$ cat config.mk
export PLATFORM = sky130hd
export DESIGN_NAME = text_console
export DESIGN_NICKNAME = d
export VERILOG_FILES = /design/src/rtl/textmode_pkg.sv /design/src/rtl/text_console_fill.sv /design/src/rtl/text_console.sv
export SDC_FILE = /design/constraint.sdc
export NUM_CORES = 1
export LEC_CHECK = 0
export CORE_MARGIN = 1.5
export CORE_UTILIZATION = 30
export CTS_BUF_LIST = sky130_fd_sc_hd__clkbuf_4 sky130_fd_sc_hd__clkbuf_8 sky130_fd_sc_hd__clkbuf_16
export DETAILED_ROUTE_END_ITERATION = 12
export PLACE_DENSITY_LB_ADDON = 0.12
export SLEW_MARGIN = 10
export SYNTH_ARGS = -nofsm -noshare
export SYNTH_HDL_FRONTEND = slang
export SYNTH_SLANG_ARGS = --single-unit
$ cat constraint.sdc
create_clock -name clk -period 3.26 [get_ports clk]
set_input_delay 0.326 -clock clk [delete_from_list [all_inputs] [get_ports clk]]
set_output_delay 0.326 -clock clk [all_outputs]
set_load 0.005 [all_outputs]
$ cat src/rtl/textmode_pkg.sv
// Shared definitions for the text console and the textmode display stage.
// Holds the code-point width, glyph width (also the tab stop spacing), the
// character codes the console interprets, the tram word field layout helpers
// and the console FSM state type.
package textmode_pkg;

   localparam int UCPW        = 21;
   localparam int GLYPH_WIDTH = 8;

   localparam logic [UCPW-1:0] CHR_BS    = 21'h08;
   localparam logic [UCPW-1:0] CHR_TAB   = 21'h09;
   localparam logic [UCPW-1:0] CHR_LF    = 21'h0A;
   localparam logic [UCPW-1:0] CHR_CR    = 21'h0D;
   localparam logic [UCPW-1:0] CHR_SPACE = 21'h20;

   // Tram word layout: bg in the top CIDXW bits, fg just below, ucp at the bottom.
   localparam int UCP_LSB = 0;

   function automatic int bg_lsb(input int word, input int cidxw);
      return word - cidxw;
   endfunction

   function automatic int fg_lsb(input int word, input int cidxw);
      return word - 2 * cidxw;
   endfunction

   typedef enum logic [1:0] {
      ST_IDLE     = 2'd0,
      ST_CLR_LINE = 2'd1,
      ST_CLR_ALL  = 2'd2
   } console_state_t;

endpackage

$ cat src/rtl/text_console_fill.sv
// tram_fill: writes one constant word per cycle to a run of tram cells.
// A start pulse loads the first address, the cell count and the word; the
// address wraps from SIZE-1 back to 0. done is high during the last write.
// Ports:
//   clk, rst          clock, synchronous active-high reset
//   start             load a new run (ignored fields otherwise)
//   start_addr        first address of the run
//   count             number of cells to write (1..SIZE)
//   word              data written to every cell
//   we, addr, din     write port, one cell per cycle while active
//   done              high on the cycle of the final write
module tram_fill #(
   parameter int WORD  = 32,
   parameter int ADDRW = 11,
   parameter int SIZE  = 2000
) (
   input  logic             clk,
   input  logic             rst,
   input  logic             start,
   input  logic [ADDRW-1:0] start_addr,
   input  logic [ADDRW:0]   count,
   input  logic [WORD-1:0]  word,
   output logic             we,
   output logic [ADDRW-1:0] addr,
   output logic [WORD-1:0]  din,
   output logic             done
);

   localparam logic [ADDRW-1:0] LAST_A = ADDRW'(SIZE - 1);
   localparam logic [ADDRW:0]   ONE    = (ADDRW + 1)'(1);

   logic [ADDRW:0] remaining;

   always_ff @(posedge clk) begin
      if (rst) begin
         remaining <= '0;
      end else if (start) begin
         remaining <= count;
      end else if (remaining != '0) begin
         remaining <= remaining - ONE;
      end
   end

   always_ff @(posedge clk) begin
      if (start) begin
         addr <= start_addr;
         din  <= word;
      end else if (remaining != '0) begin
         addr <= (addr == LAST_A) ? '0 : addr + 1'b1;
      end
   end

   assign we   = (remaining != '0);
   assign done = (remaining == ONE);

endmodule

$ cat src/rtl/text_console.sv
// text_console: terminal-style writer feeding the textmode tram.
// Accepts Unicode code points, writes {bg, fg, ucp} words at the cursor,
// interprets LF / CR / BS (and TAB when CONSOLE_TAB_EN is defined), and
// scrolls the tram ring by advancing scroll_offs and blanking the new line.
// Optional feature macro: CONSOLE_TAB_EN (0x09 advances to the next tab stop).
// Ports:
//   clk, rst                    clock, synchronous active-high reset
//   char_valid/char_ready/ucp   character input handshake
//   colr_fg, colr_bg            colours sampled at accept / clear start
//   clear                       pulse: blank whole tram and home the cursor
//   tram_we/addr/din            registered tram write port
//   scroll_offs                 tram address of the top displayed line
//   cursor_x, cursor_y          cursor column and screen-relative row
//   busy                        a line or full clear is running
module text_console
   import textmode_pkg::*;
#(
   parameter int WORD      = 32,
   parameter int ADDRW     = 11,
   parameter int CIDXW     = 4,
   parameter int TRAM_HRES = 80,
   parameter int TRAM_VRES = 25
) (
   input  logic             clk,
   input  logic             rst,
   input  logic             char_valid,
   output logic             char_ready,
   input  logic [UCPW-1:0]  char_ucp,
   input  logic [CIDXW-1:0] colr_fg,
   input  logic [CIDXW-1:0] colr_bg,
   input  logic             clear,
   output logic             tram_we,
   output logic [ADDRW-1:0] tram_addr,
   output logic [WORD-1:0]  tram_din,
   output logic [ADDRW-1:0] scroll_offs,
   output logic [ADDRW-1:0] cursor_x,
   output logic [ADDRW-1:0] cursor_y,
   output logic             busy
);

   localparam int               SIZE   = TRAM_HRES * TRAM_VRES;
   localparam logic [ADDRW-1:0] HRES_A = ADDRW'(TRAM_HRES);
   localparam logic [ADDRW-1:0] LAST_X = ADDRW'(TRAM_HRES - 1);
   localparam logic [ADDRW-1:0] LAST_Y = ADDRW'(TRAM_VRES - 1);
   localparam logic [ADDRW:0]   SIZE_C = (ADDRW + 1)'(SIZE);
   localparam logic [ADDRW:0]   HRES_C = (ADDRW + 1)'(TRAM_HRES);

   // Sum of two in-range addresses, reduced modulo SIZE by one subtract.
   function automatic logic [ADDRW-1:0] add_mod(input logic [ADDRW-1:0] a,
                                                input logic [ADDRW-1:0] b);
      logic [ADDRW:0] s;
      s = {1'b0, a} + {1'b0, b};
      if (s >= SIZE_C) s = s - SIZE_C;
      return s[ADDRW-1:0];
   endfunction

   function automatic logic [WORD-1:0] make_word(input logic [CIDXW-1:0] bg,
                                                 input logic [CIDXW-1:0] fg,
                                                 input logic [UCPW-1:0]  ucp);
      logic [WORD-1:0] w;
      w = '0;
      w[bg_lsb(WORD, CIDXW) +: CIDXW] = bg;
      w[fg_lsb(WORD, CIDXW) +: CIDXW] = fg;
      w[UCP_LSB +: UCPW]              = ucp;
      return w;
   endfunction

   console_state_t   state, state_next;
   logic [ADDRW-1:0] line_addr;     // tram address of the cursor row's first cell
   logic [ADDRW-1:0] cursor_addr;
   logic             accept, printable, is_lf, is_cr, is_bs, newline_evt, scroll_evt;
   logic             fill_start, fill_we, fill_done;
   logic [ADDRW-1:0] fill_start_addr, fill_addr;
   logic [ADDRW:0]   fill_count;
   logic [WORD-1:0]  fill_din;
   logic             vld_p0;
   logic [ADDRW-1:0] addr_p0;
   logic [WORD-1:0]  din_p0;

   // A row never straddles the ring end (SIZE is a whole number of rows and
   // line_addr is row aligned), so a plain add is already in range.
   assign cursor_addr = line_addr + cursor_x;

   assign accept      = char_valid && char_ready;
   assign printable   = (char_ucp >= CHR_SPACE);
   assign is_lf       = (char_ucp == CHR_LF);
   assign is_cr       = (char_ucp == CHR_CR);
   assign is_bs       = (char_ucp == CHR_BS);
   assign newline_evt = is_lf || (printable && cursor_x == LAST_X);
   assign scroll_evt  = accept && newline_evt && (cursor_y == LAST_Y);

`ifdef CONSOLE_TAB_EN
   logic             is_tab;
   logic [ADDRW-1:0] tab_x;
   assign is_tab = (char_ucp == CHR_TAB);
   always_comb begin
      tab_x = (cursor_x | ADDRW'(GLYPH_WIDTH - 1)) + 1'b1;
      if (cursor_x >= LAST_X - ADDRW'(GLYPH_WIDTH - 1)) tab_x = LAST_X;
   end
`endif

   // Full clear starts at 0 for SIZE cells; line clear starts at the old
   // scroll_offs, which is exactly the newly exposed bottom line.
   always_comb begin
      fill_start      = 1'b0;
      fill_start_addr = scroll_offs;
      fill_count      = HRES_C;
      if (state == ST_IDLE && clear) begin
         fill_start      = 1'b1;
         fill_start_addr = '0;
         fill_count      = SIZE_C;
      end else if (scroll_evt) begin
         fill_start = 1'b1;
      end
   end

   tram_fill #(
      .WORD  (WORD),
      .ADDRW (ADDRW),
      .SIZE  (SIZE)
   ) u_fill (
      .clk        (clk),
      .rst        (rst),
      .start      (fill_start),
      .start_addr (fill_start_addr),
      .count      (fill_count),
      .word       (make_word(colr_bg, colr_fg, CHR_SPACE)),
      .we         (fill_we),
      .addr       (fill_addr),
      .din        (fill_din),
      .done       (fill_done)
   );

   // FSM: state register
   always_ff @(posedge clk) begin
      if (rst) state <= ST_IDLE;
      else     state <= state_next;
   end

   // FSM: next state
   always_comb begin
      state_next = state;
      unique case (state)
         ST_IDLE: begin
            if (clear)           state_next = ST_CLR_ALL;
            else if (scroll_evt) state_next = ST_CLR_LINE;
         end
         ST_CLR_LINE, ST_CLR_ALL: begin
            if (fill_done) state_next = ST_IDLE;
         end
         default: state_next = ST_IDLE;
      endcase
   end

   // FSM: outputs
   always_comb begin
      char_ready = !rst && (state == ST_IDLE) && !clear;
      busy       = (state != ST_IDLE);
   end

   // Stage p0: select the write (fill or accepted printable char)
   always_ff @(posedge clk) begin
      if (rst) begin
         vld_p0  <= 1'b0;
         addr_p0 <= '0;
         din_p0  <= '0;
      end else begin
         vld_p0 <= 1'b0;
         if (fill_we) begin
            vld_p0  <= 1'b1;
            addr_p0 <= fill_addr;
            din_p0  <= fill_din;
         end else if (accept && printable) begin
            vld_p0  <= 1'b1;
            addr_p0 <= cursor_addr;
            din_p0  <= make_word(colr_bg, colr_fg, char_ucp);
         end
      end
   end

   // Stage p1: registered tram port
   always_ff @(posedge clk) begin
      if (rst) begin
         tram_we   <= 1'b0;
         tram_addr <= '0;
         tram_din  <= '0;
      end else begin
         tram_we   <= vld_p0;
         tram_addr <= addr_p0;
         tram_din  <= din_p0;
      end
   end

   // Cursor and scroll tracking
   always_ff @(posedge clk) begin
      if (rst) begin
         cursor_x    <= '0;
         cursor_y    <= '0;
         line_addr   <= '0;
         scroll_offs <= '0;
      end else if (state == ST_CLR_ALL && fill_done) begin
         cursor_x    <= '0;
         cursor_y    <= '0;
         line_addr   <= '0;
         scroll_offs <= '0;
      end else if (accept) begin
         if (newline_evt) begin
            cursor_x  <= '0;
            line_addr <= add_mod(line_addr, HRES_A);
            if (cursor_y == LAST_Y) scroll_offs <= add_mod(scroll_offs, HRES_A);
            else                    cursor_y    <= cursor_y + 1'b1;
         end else if (is_cr) begin
            cursor_x <= '0;
         end else if (is_bs) begin
            if (cursor_x != '0) cursor_x <= cursor_x - 1'b1;
`ifdef CONSOLE_TAB_EN
         end else if (is_tab) begin
            cursor_x <= tab_x;
`endif
         end else if (printable) begin
            cursor_x <= cursor_x + 1'b1;
         end
      end
   end

endmodule
==> impl_metrics.env, run 1 <==
export IMPL_grt_total_usage_pct=15.12
export IMPL_required_ns=3.60
export IMPL_vdd_drop_max_uv=307.6
export IMPL_clockBufferDepth=2
export IMPL_cts_tree="done"
export IMPL_netlist_area_um2=7088
export IMPL_routedWlPerCell_um=14.05
export IMPL_tightest_slew_ns=0.7755
export IMPL_total_power_mw=4.764
export IMPL_avgViaCountPerCell=4.649
export IMPL_hold_viol=0
export IMPL_dp_cells=1235
export IMPL_hp_class="register to register"
export IMPL_flow_area_growth_from_synthesis_pct=33.40
export IMPL_drt_total_wl_um=17810
export IMPL_fin_cells=1267
export IMPL_dieArea_um2=24560
export IMPL_syn_area_per_cell_um2=8.927
export IMPL_place_congestion=0.8183
export IMPL_fillers=2415
export IMPL_vias=5890
export IMPL_row_count=56
export IMPL_synth_async_reset_ratio_pct=0
export IMPL_leakagePower_nw=3.544
export IMPL_antenna_found_initial=0
export IMPL_critPathCaptureType="register"
export IMPL_max_slew_margin_pct=48.30
export IMPL_cp_max_fo=5
export IMPL_finClkSkew_ns=0.01142
export IMPL_yosysSeqAreaShare_pct=45.33
export IMPL_status="complete, no violations"
export IMPL_cts_sinks=151
export IMPL_place_port_buffers=104
export IMPL_fin_crit_sh_pct=92.88
export IMPL_synth_edf_count=19
export IMPL_grt_max_degree=75
export IMPL_die_x_um=156.7
export IMPL_finalNetCount=997
export IMPL_r2r_slack_ns=0.62
export IMPL_ys_flop_type="dfxtp_1"
export IMPL_power_density_nw_per_um2=503.9
export IMPL_multiInputGateArea_um2=3613
export IMPL_syn_inst=794
export IMPL_ys_types=61
export IMPL_critical_path_class="input port to register"
export IMPL_hold_ws_ns=0.4437
export IMPL_firstDrtPassIters=4
export IMPL_initial_core_util_pct=30.38
export IMPL_drc=0
export IMPL_slew_viol_final=0
export IMPL_finalCriticalPeriod_ns=3.028
export IMPL_synth_seq_cells=151
export IMPL_die_height_um=156.7
export IMPL_grt_pass1_wl_um=29300
export IMPL_grt_pass1_vias=5759
export IMPL_htree_num_levels=4
export IMPL_yosysWarnings=0
export IMPL_cp_arrival_ns=3.37
export IMPL_worstSkewPairLatency_ns=0.42
export IMPL_rsz0062_at_grt="no"
export IMPL_io_pins=112
export IMPL_drive_above_1_share_pct=11.29
export IMPL_start_kind="input port"
export IMPL_setup_viol=0
export IMPL_register_area_um2=3213
export IMPL_root_buffer="clkbuf_16"
export IMPL_cts_made_buffers=17
export IMPL_ant_nets=0
export IMPL_dp_hpwl_um=12950
export IMPL_drt_iter0_drc=220
export IMPL_clkTransAtPathRegs_ns=0.06
export IMPL_drv_cap=0
export IMPL_max_freq_ghz=0.3303
export IMPL_overflow=0
export IMPL_coreArea_um2=23330
export IMPL_antenna_cells=0
-- routing by layer --
metal  routed length (um)  track usage, %
met1                 8863           19.85
met2                 7960           24.42
met3                  687           3.517
met4                  294           4.898
met5                    0               0
-- synthesized netlist by cell type (4+ instances only) --
| cell type | instances | area share [%] |
|---|---|---|
| a211oi_1 | 27 | 2.9 |
| a21o_1 | 4 | 0.42 |
| a21oi_1 | 55 | 3.9 |
| a22oi_1 | 8 | 0.85 |
| a31oi_1 | 7 | 0.62 |
| and2_1 | 5 | 0.44 |
| and3_1 | 7 | 0.62 |
| buf_2 | 7 | 0.49 |
| buf_4 | 7 | 0.74 |
| clkbuf_1 | 27 | 1.4 |
| dfxtp_1 | 132 | 37 |
| edfxtp_1 | 19 | 8.0 |
| ha_1 | 27 | 4.8 |
| inv_1 | 30 | 1.6 |
| mux2i_1 | 16 | 2.3 |
| nand2_1 | 87 | 4.6 |
| nand2b_1 | 4 | 0.35 |
| nand3_1 | 22 | 1.6 |
| nand3b_1 | 4 | 0.42 |
| nand4_1 | 6 | 0.53 |
| nor2_1 | 80 | 4.2 |
| nor2b_1 | 45 | 4.0 |
| nor3_1 | 19 | 1.3 |
| nor3b_1 | 4 | 0.42 |
| nor4_1 | 9 | 0.79 |
| nor4b_1 | 4 | 0.49 |
| o21a_1 | 4 | 0.42 |
| o21ai_0 | 19 | 1.3 |
| o31ai_1 | 4 | 0.42 |
| or3_1 | 10 | 0.88 |
| or4_1 | 4 | 0.42 |
| xnor2_1 | 33 | 4.1 |
| xor2_1 | 13 | 1.6 |
-- path summary, 6_finish.rpt --
kind | cells past startpoint | endpoint | from
worst min-delay path | 1 | tram_we | vld_p0
worst min register to register | 1 | tram_we | vld_p0
worst max register to register | 8 | line_addr[7] | line_addr[4]
worst max-delay path | 15 | cursor_x[10] | char_ucp[19]
-- through the flow --
stage,area (um2),util [%],TNS (ns),setup WS (ns)
after CTS,9423,40.39,0,0.04585
after global routing,9455,40.52,0,0.03183
after detailed placement,8807,37.75,-0.7361,-0.3775
final,9455,40.52,0,0.2321
after global placement,8807,37.75,-0.8019,-0.3438
after floorplan,7111,-,0,0.08808
-- kinds of logic (layout without fill, tap and decap cells) --
logic type / after synthesis / in the layout / synth area share (%)
other: 1 / 7 / 0.05291
xor gates and xnor gates: 46 / 46 / 5.684
muxes: 18 / 18 / 2.577
DFF: 151 / 151 / 45.33
AOI/OAI and AO/OA: 158 / 158 / 14.55
adders and majority gates: 29 / 29 / 5.331
buffers and inverters: 75 / 223 / 4.572
and+or+nand+nor: 316 / 316 / 21.91
-- sequential cells by signal, indices dropped and copies added (netlist names) --
signal and cells:
line_addr 7, din_p0 29, tram_we 1, addr_p0 11, tram_din 29, vld_p0 1, tram_addr 11, u_fill.remaining 12
scroll_offs 7, u_fill.addr 11, cursor_y 11, u_fill.din 8, cursor_x 11, state 2
-- critical path, stage by stage --
cell and delay (ns):
clkdlybuf4s50_1 0.44, nor4_2 0.28, buf_4 0.15, and4_4 0.24
nand3_2 0.10, inv_1 0.08, buf_4 0.14, ha_1 0.24
o21a_1 0.19, o21ai_1 0.17, nand2b_1 0.08, o31a_1 0.12
nor3b_1 0.15, or4b_1 0.49, a31oi_1 0.17
-- cell type report --
| type | count | area share, % |
|---|---|---|
| inverters | 30 | 1.191 |
| flip-flops and latches | 151 | 33.98 |
| repair buffers | 161 | 15.88 |
| clock inverters | 14 | 1.932 |
| well taps | 319 | 4.221 |
| clock buffers | 18 | 4.579 |
| multi-input cells | 574 | 38.22 |
-- what timing repair did --
item                       CTS  global route
gates resized for setup      0            11
buffers inserted             0             0
hold buffers                 0             0
setup endpoints to repair    0             2
-- power breakdown --
part | leakage, nW | total [mW] | switching (mW) | internal (mW)
combinational | 1.96 | 0.575 | 0.288 | 0.288
sequential | 1.28 | 2.15 | 0.107 | 2.04
clock | 0.304 | 2.04 | 0.866 | 1.18
-- layout by cell type, fill, tap and decap left out, drive strengths merged, types with 13 or more instances in the layout --
cell	instances
a21oi	55
clkbuf	18
edfxtp	19
nand2	87
nand3	22
mux2i	16
xnor2	33
xor2	13
clkdlybuf4s50	103
nor2	80
buf	58
nor3	19
o21ai	19
dfxtp	132
ha	27
a211oi	27
inv	37
nor2b	45
Note: power is estimated with default switching activity, not from simulation.
==> run 2, diff against run 1 <==
--- a/config.mk
+++ b/config.mk
@@ -9,8 +9,8 @@
 export CORE_UTILIZATION = 30
 export CTS_BUF_LIST = sky130_fd_sc_hd__clkbuf_4 sky130_fd_sc_hd__clkbuf_8 sky130_fd_sc_hd__clkbuf_16
 export DETAILED_ROUTE_END_ITERATION = 12
+export DONT_BUFFER_PORTS = 1
 export PLACE_DENSITY_LB_ADDON = 0.12
-export SLEW_MARGIN = 10
 export SYNTH_ARGS = -nofsm -noshare
 export SYNTH_HDL_FRONTEND = slang
 export SYNTH_SLANG_ARGS = --single-unit
==> run 2 against run 1 <==
Setup slack better by 0.11 ns. Sequential power hardly changed. Combinational power is 20% lower. Register-to-register slack worse by 0.22 ns. First-iteration DRC count is 42% higher. Via count is 5.3% lower. Hold slack worse by 0.40 ns. Non-clock buffer count is 127 lower. Largest power group unchanged. Highest routed layer unchanged.
==> impl_metrics.env, run 2 (synthesis results as in run 1) <==
export IMPL_status="complete, no violations"
export IMPL_htree_num_levels=4
export IMPL_slew_viol_final=0
export IMPL_timing_rr_start="cursor_x[5]"
export IMPL_ant_nets=0
export IMPL_place_congestion=0.8742
export IMPL_drc=0
export IMPL_initial_core_util_pct=30.38
export IMPL_mostFrequentLayoutCell="dfxtp_1"
export IMPL_rsz0062_at_grt="no"
export IMPL_cp_startpoint="char_ucp[16]"
export IMPL_p_sw_mw=1.231
export IMPL_finalCriticalPeriod_ns=2.918
export IMPL_cp_arrival_ns=3.27
export IMPL_drt_total_wl_um=18130
export IMPL_grt_max_degree=68
export IMPL_whs_path_depth=2
export IMPL_setup_viol=0
export IMPL_hp_class="input port to register"
export IMPL_worstSkewPairLatency_ns=0.42
export IMPL_vdd_drop_max_uv=300.2
export IMPL_die_height_um=156.7
export IMPL_swShare_pct=27.03
export IMPL_die_x_um=156.7
export IMPL_clkTransAtPathRegs_ns=0.07
export IMPL_clockBufferDepth=2
export IMPL_grt_total_usage_pct=15.17
export IMPL_cts_tree="done"
export IMPL_leakagePower_nw=3.005
export IMPL_critical_path_class="input port to register"
export IMPL_place_port_buffers=0
export IMPL_cts_sinks=151
export IMPL_cts_made_buffers=17
export IMPL_antenna_cells=0
export IMPL_grt_pass1_wl_um=29120
export IMPL_avgViaCountPerCell=4.891
export IMPL_hold_viol=0
export IMPL_max_slew_margin_pct=40.95
export IMPL_dieArea_um2=24560
export IMPL_root_buffer="clkbuf_16"
export IMPL_finalNetCount=870
export IMPL_worstHoldStart="char_ucp[11]"
export IMPL_drv_cap=0
export IMPL_critPathCaptureType="register"
export IMPL_antenna_found_initial=0
export IMPL_final_cell_mix="dfxtp_1 (132), nand2_1 (87), nor2_1 (79)"
export IMPL_clockPowerShare_pct=42.4
export IMPL_seq_power_share_pct=47.5
export IMPL_flow_area_growth_from_synthesis_pct=15.30
export IMPL_row_count=56
export IMPL_firstDrtPassIters=6
export IMPL_overflow=0
export IMPL_cts_resized=0
export IMPL_fin_crit_sh_pct=89.50
export IMPL_p_int_mw=3.321
export IMPL_coreArea_um2=23330
export IMPL_required_ns=3.61
export IMPL_final_util_pct=35.03
export IMPL_timing_setup_tns_ns=0
export IMPL_design_area_um2=8173
export IMPL_total_power_mw=4.552
export IMPL_dpl_cell_area_um2=7486
export IMPL_pwr_share_comb_pct=10.1
export IMPL_largestRegisters="din_p0 x29, tram_din x29, u_fill.remaining x12"
export IMPL_fillers=2430
export IMPL_start_kind="input port"
export IMPL_drt_iter0_drc=312
export IMPL_r2r_cells=7
export IMPL_power_density_nw_per_um2=557.0
export IMPL_routedWlPerCell_um=15.90
export IMPL_max_freq_ghz=0.3427
export IMPL_cp_max_fo=8
export IMPL_drive_above_1_share_pct=8.161
export IMPL_vias=5576
export IMPL_tightest_slew_ns=0.8804
export IMPL_grt_pass1_vias=5408
export IMPL_dp_hpwl_um=12910
export IMPL_finClkSkew_ns=0.01209
export IMPL_io_pins=112
[run 2: cell count changes in the layout (fill, tap and decap cells not counted), moves of 3 or more]
cell and change:
buf_12 -3, buf_4 -30, clkdlybuf4s50_1 -103, clkinv_4 -3
clkinvlp_4 +4, dlygate4sd3_1 +9, inv_6 +3, inv_8 -3
nor4_1 +4, nor4_2 -4, o21ai_0 +3, o21ai_1 -3
[run 2: what timing repair did]
item / CTS / global route
buffers inserted: 0 / 0
hold endpoints to repair: 75 / 0
hold buffers: 10 / 0
[run 2: worst paths after layout]
| path | end | slack, ns |
|---|---|---|
| worst max-delay path | cursor_x[10] | 0.34 |
| worst min-delay path | din_p0[11] | 0.04 |
| worst max register to register | u_fill.addr[6] | 0.40 |
| worst min register to register | din_p0[9] | 0.45 |
[run 2: area by class of cell]
class / instances / area [um2] / share of cell area, %
clock buffers: 18 / 432.9 / 5.297
inverters: 30 / 112.6 / 1.378
multi-input cells: 574 / 3581 / 43.82
well taps: 319 / 399.1 / 4.884
clock inverters: 14 / 136.4 / 1.669
repair buffers: 34 / 297.8 / 3.644
flip-flops and latches: 151 / 3213 / 39.31
[run 2: power by group through the flow]
stage / Combinational [mW] / Clock (mW) / Sequential [mW]
2_1_floorplan: 0.374 / 0 / 2.16
3_3_place_gp: 0.431 / 0 / 2.20
3_5_place_dp: 0.438 / 0 / 2.20
4_1_cts: 0.470 / 1.98 / 2.16
5_1_grt: 0.527 / 2.07 / 2.18
6_report: 0.461 / 1.93 / 2.16
[run 2: layer usage]
layer	part of all wire, %	track usage [%]	vias to the layer above
li1	-	-	2797
met1	47	19.90	2620
met2	47	24.97	148
met3	5.7	3.628	11
met4	0.88	3.719	0
met5	0	0	-
[run 2: worst max-delay path, cell delays in order]
cell and delay (ns):
nor4_1 0.40, and4_1 0.35, nand3_1 0.15, inv_1 0.10, buf_4 0.17, ha_1 0.28, o21a_1 0.20, o21ai_0 0.24
nand2b_1 0.09, o31a_1 0.13, nor3b_1 0.16, or4b_1 0.50, a31oi_1 0.16
[run 2: stage by stage]
stage	instances	hold slack [ns]	worst slack, ns
finish	1140	0.04210	0.3423
CTS	1140	0.02666	0.3154
global placement	1098	0.4107	0.004421
floorplan	800	0.4138	0.08808
detailed placement	1098	0.4070	-0.07409
global route	1140	0.03472	0.1775
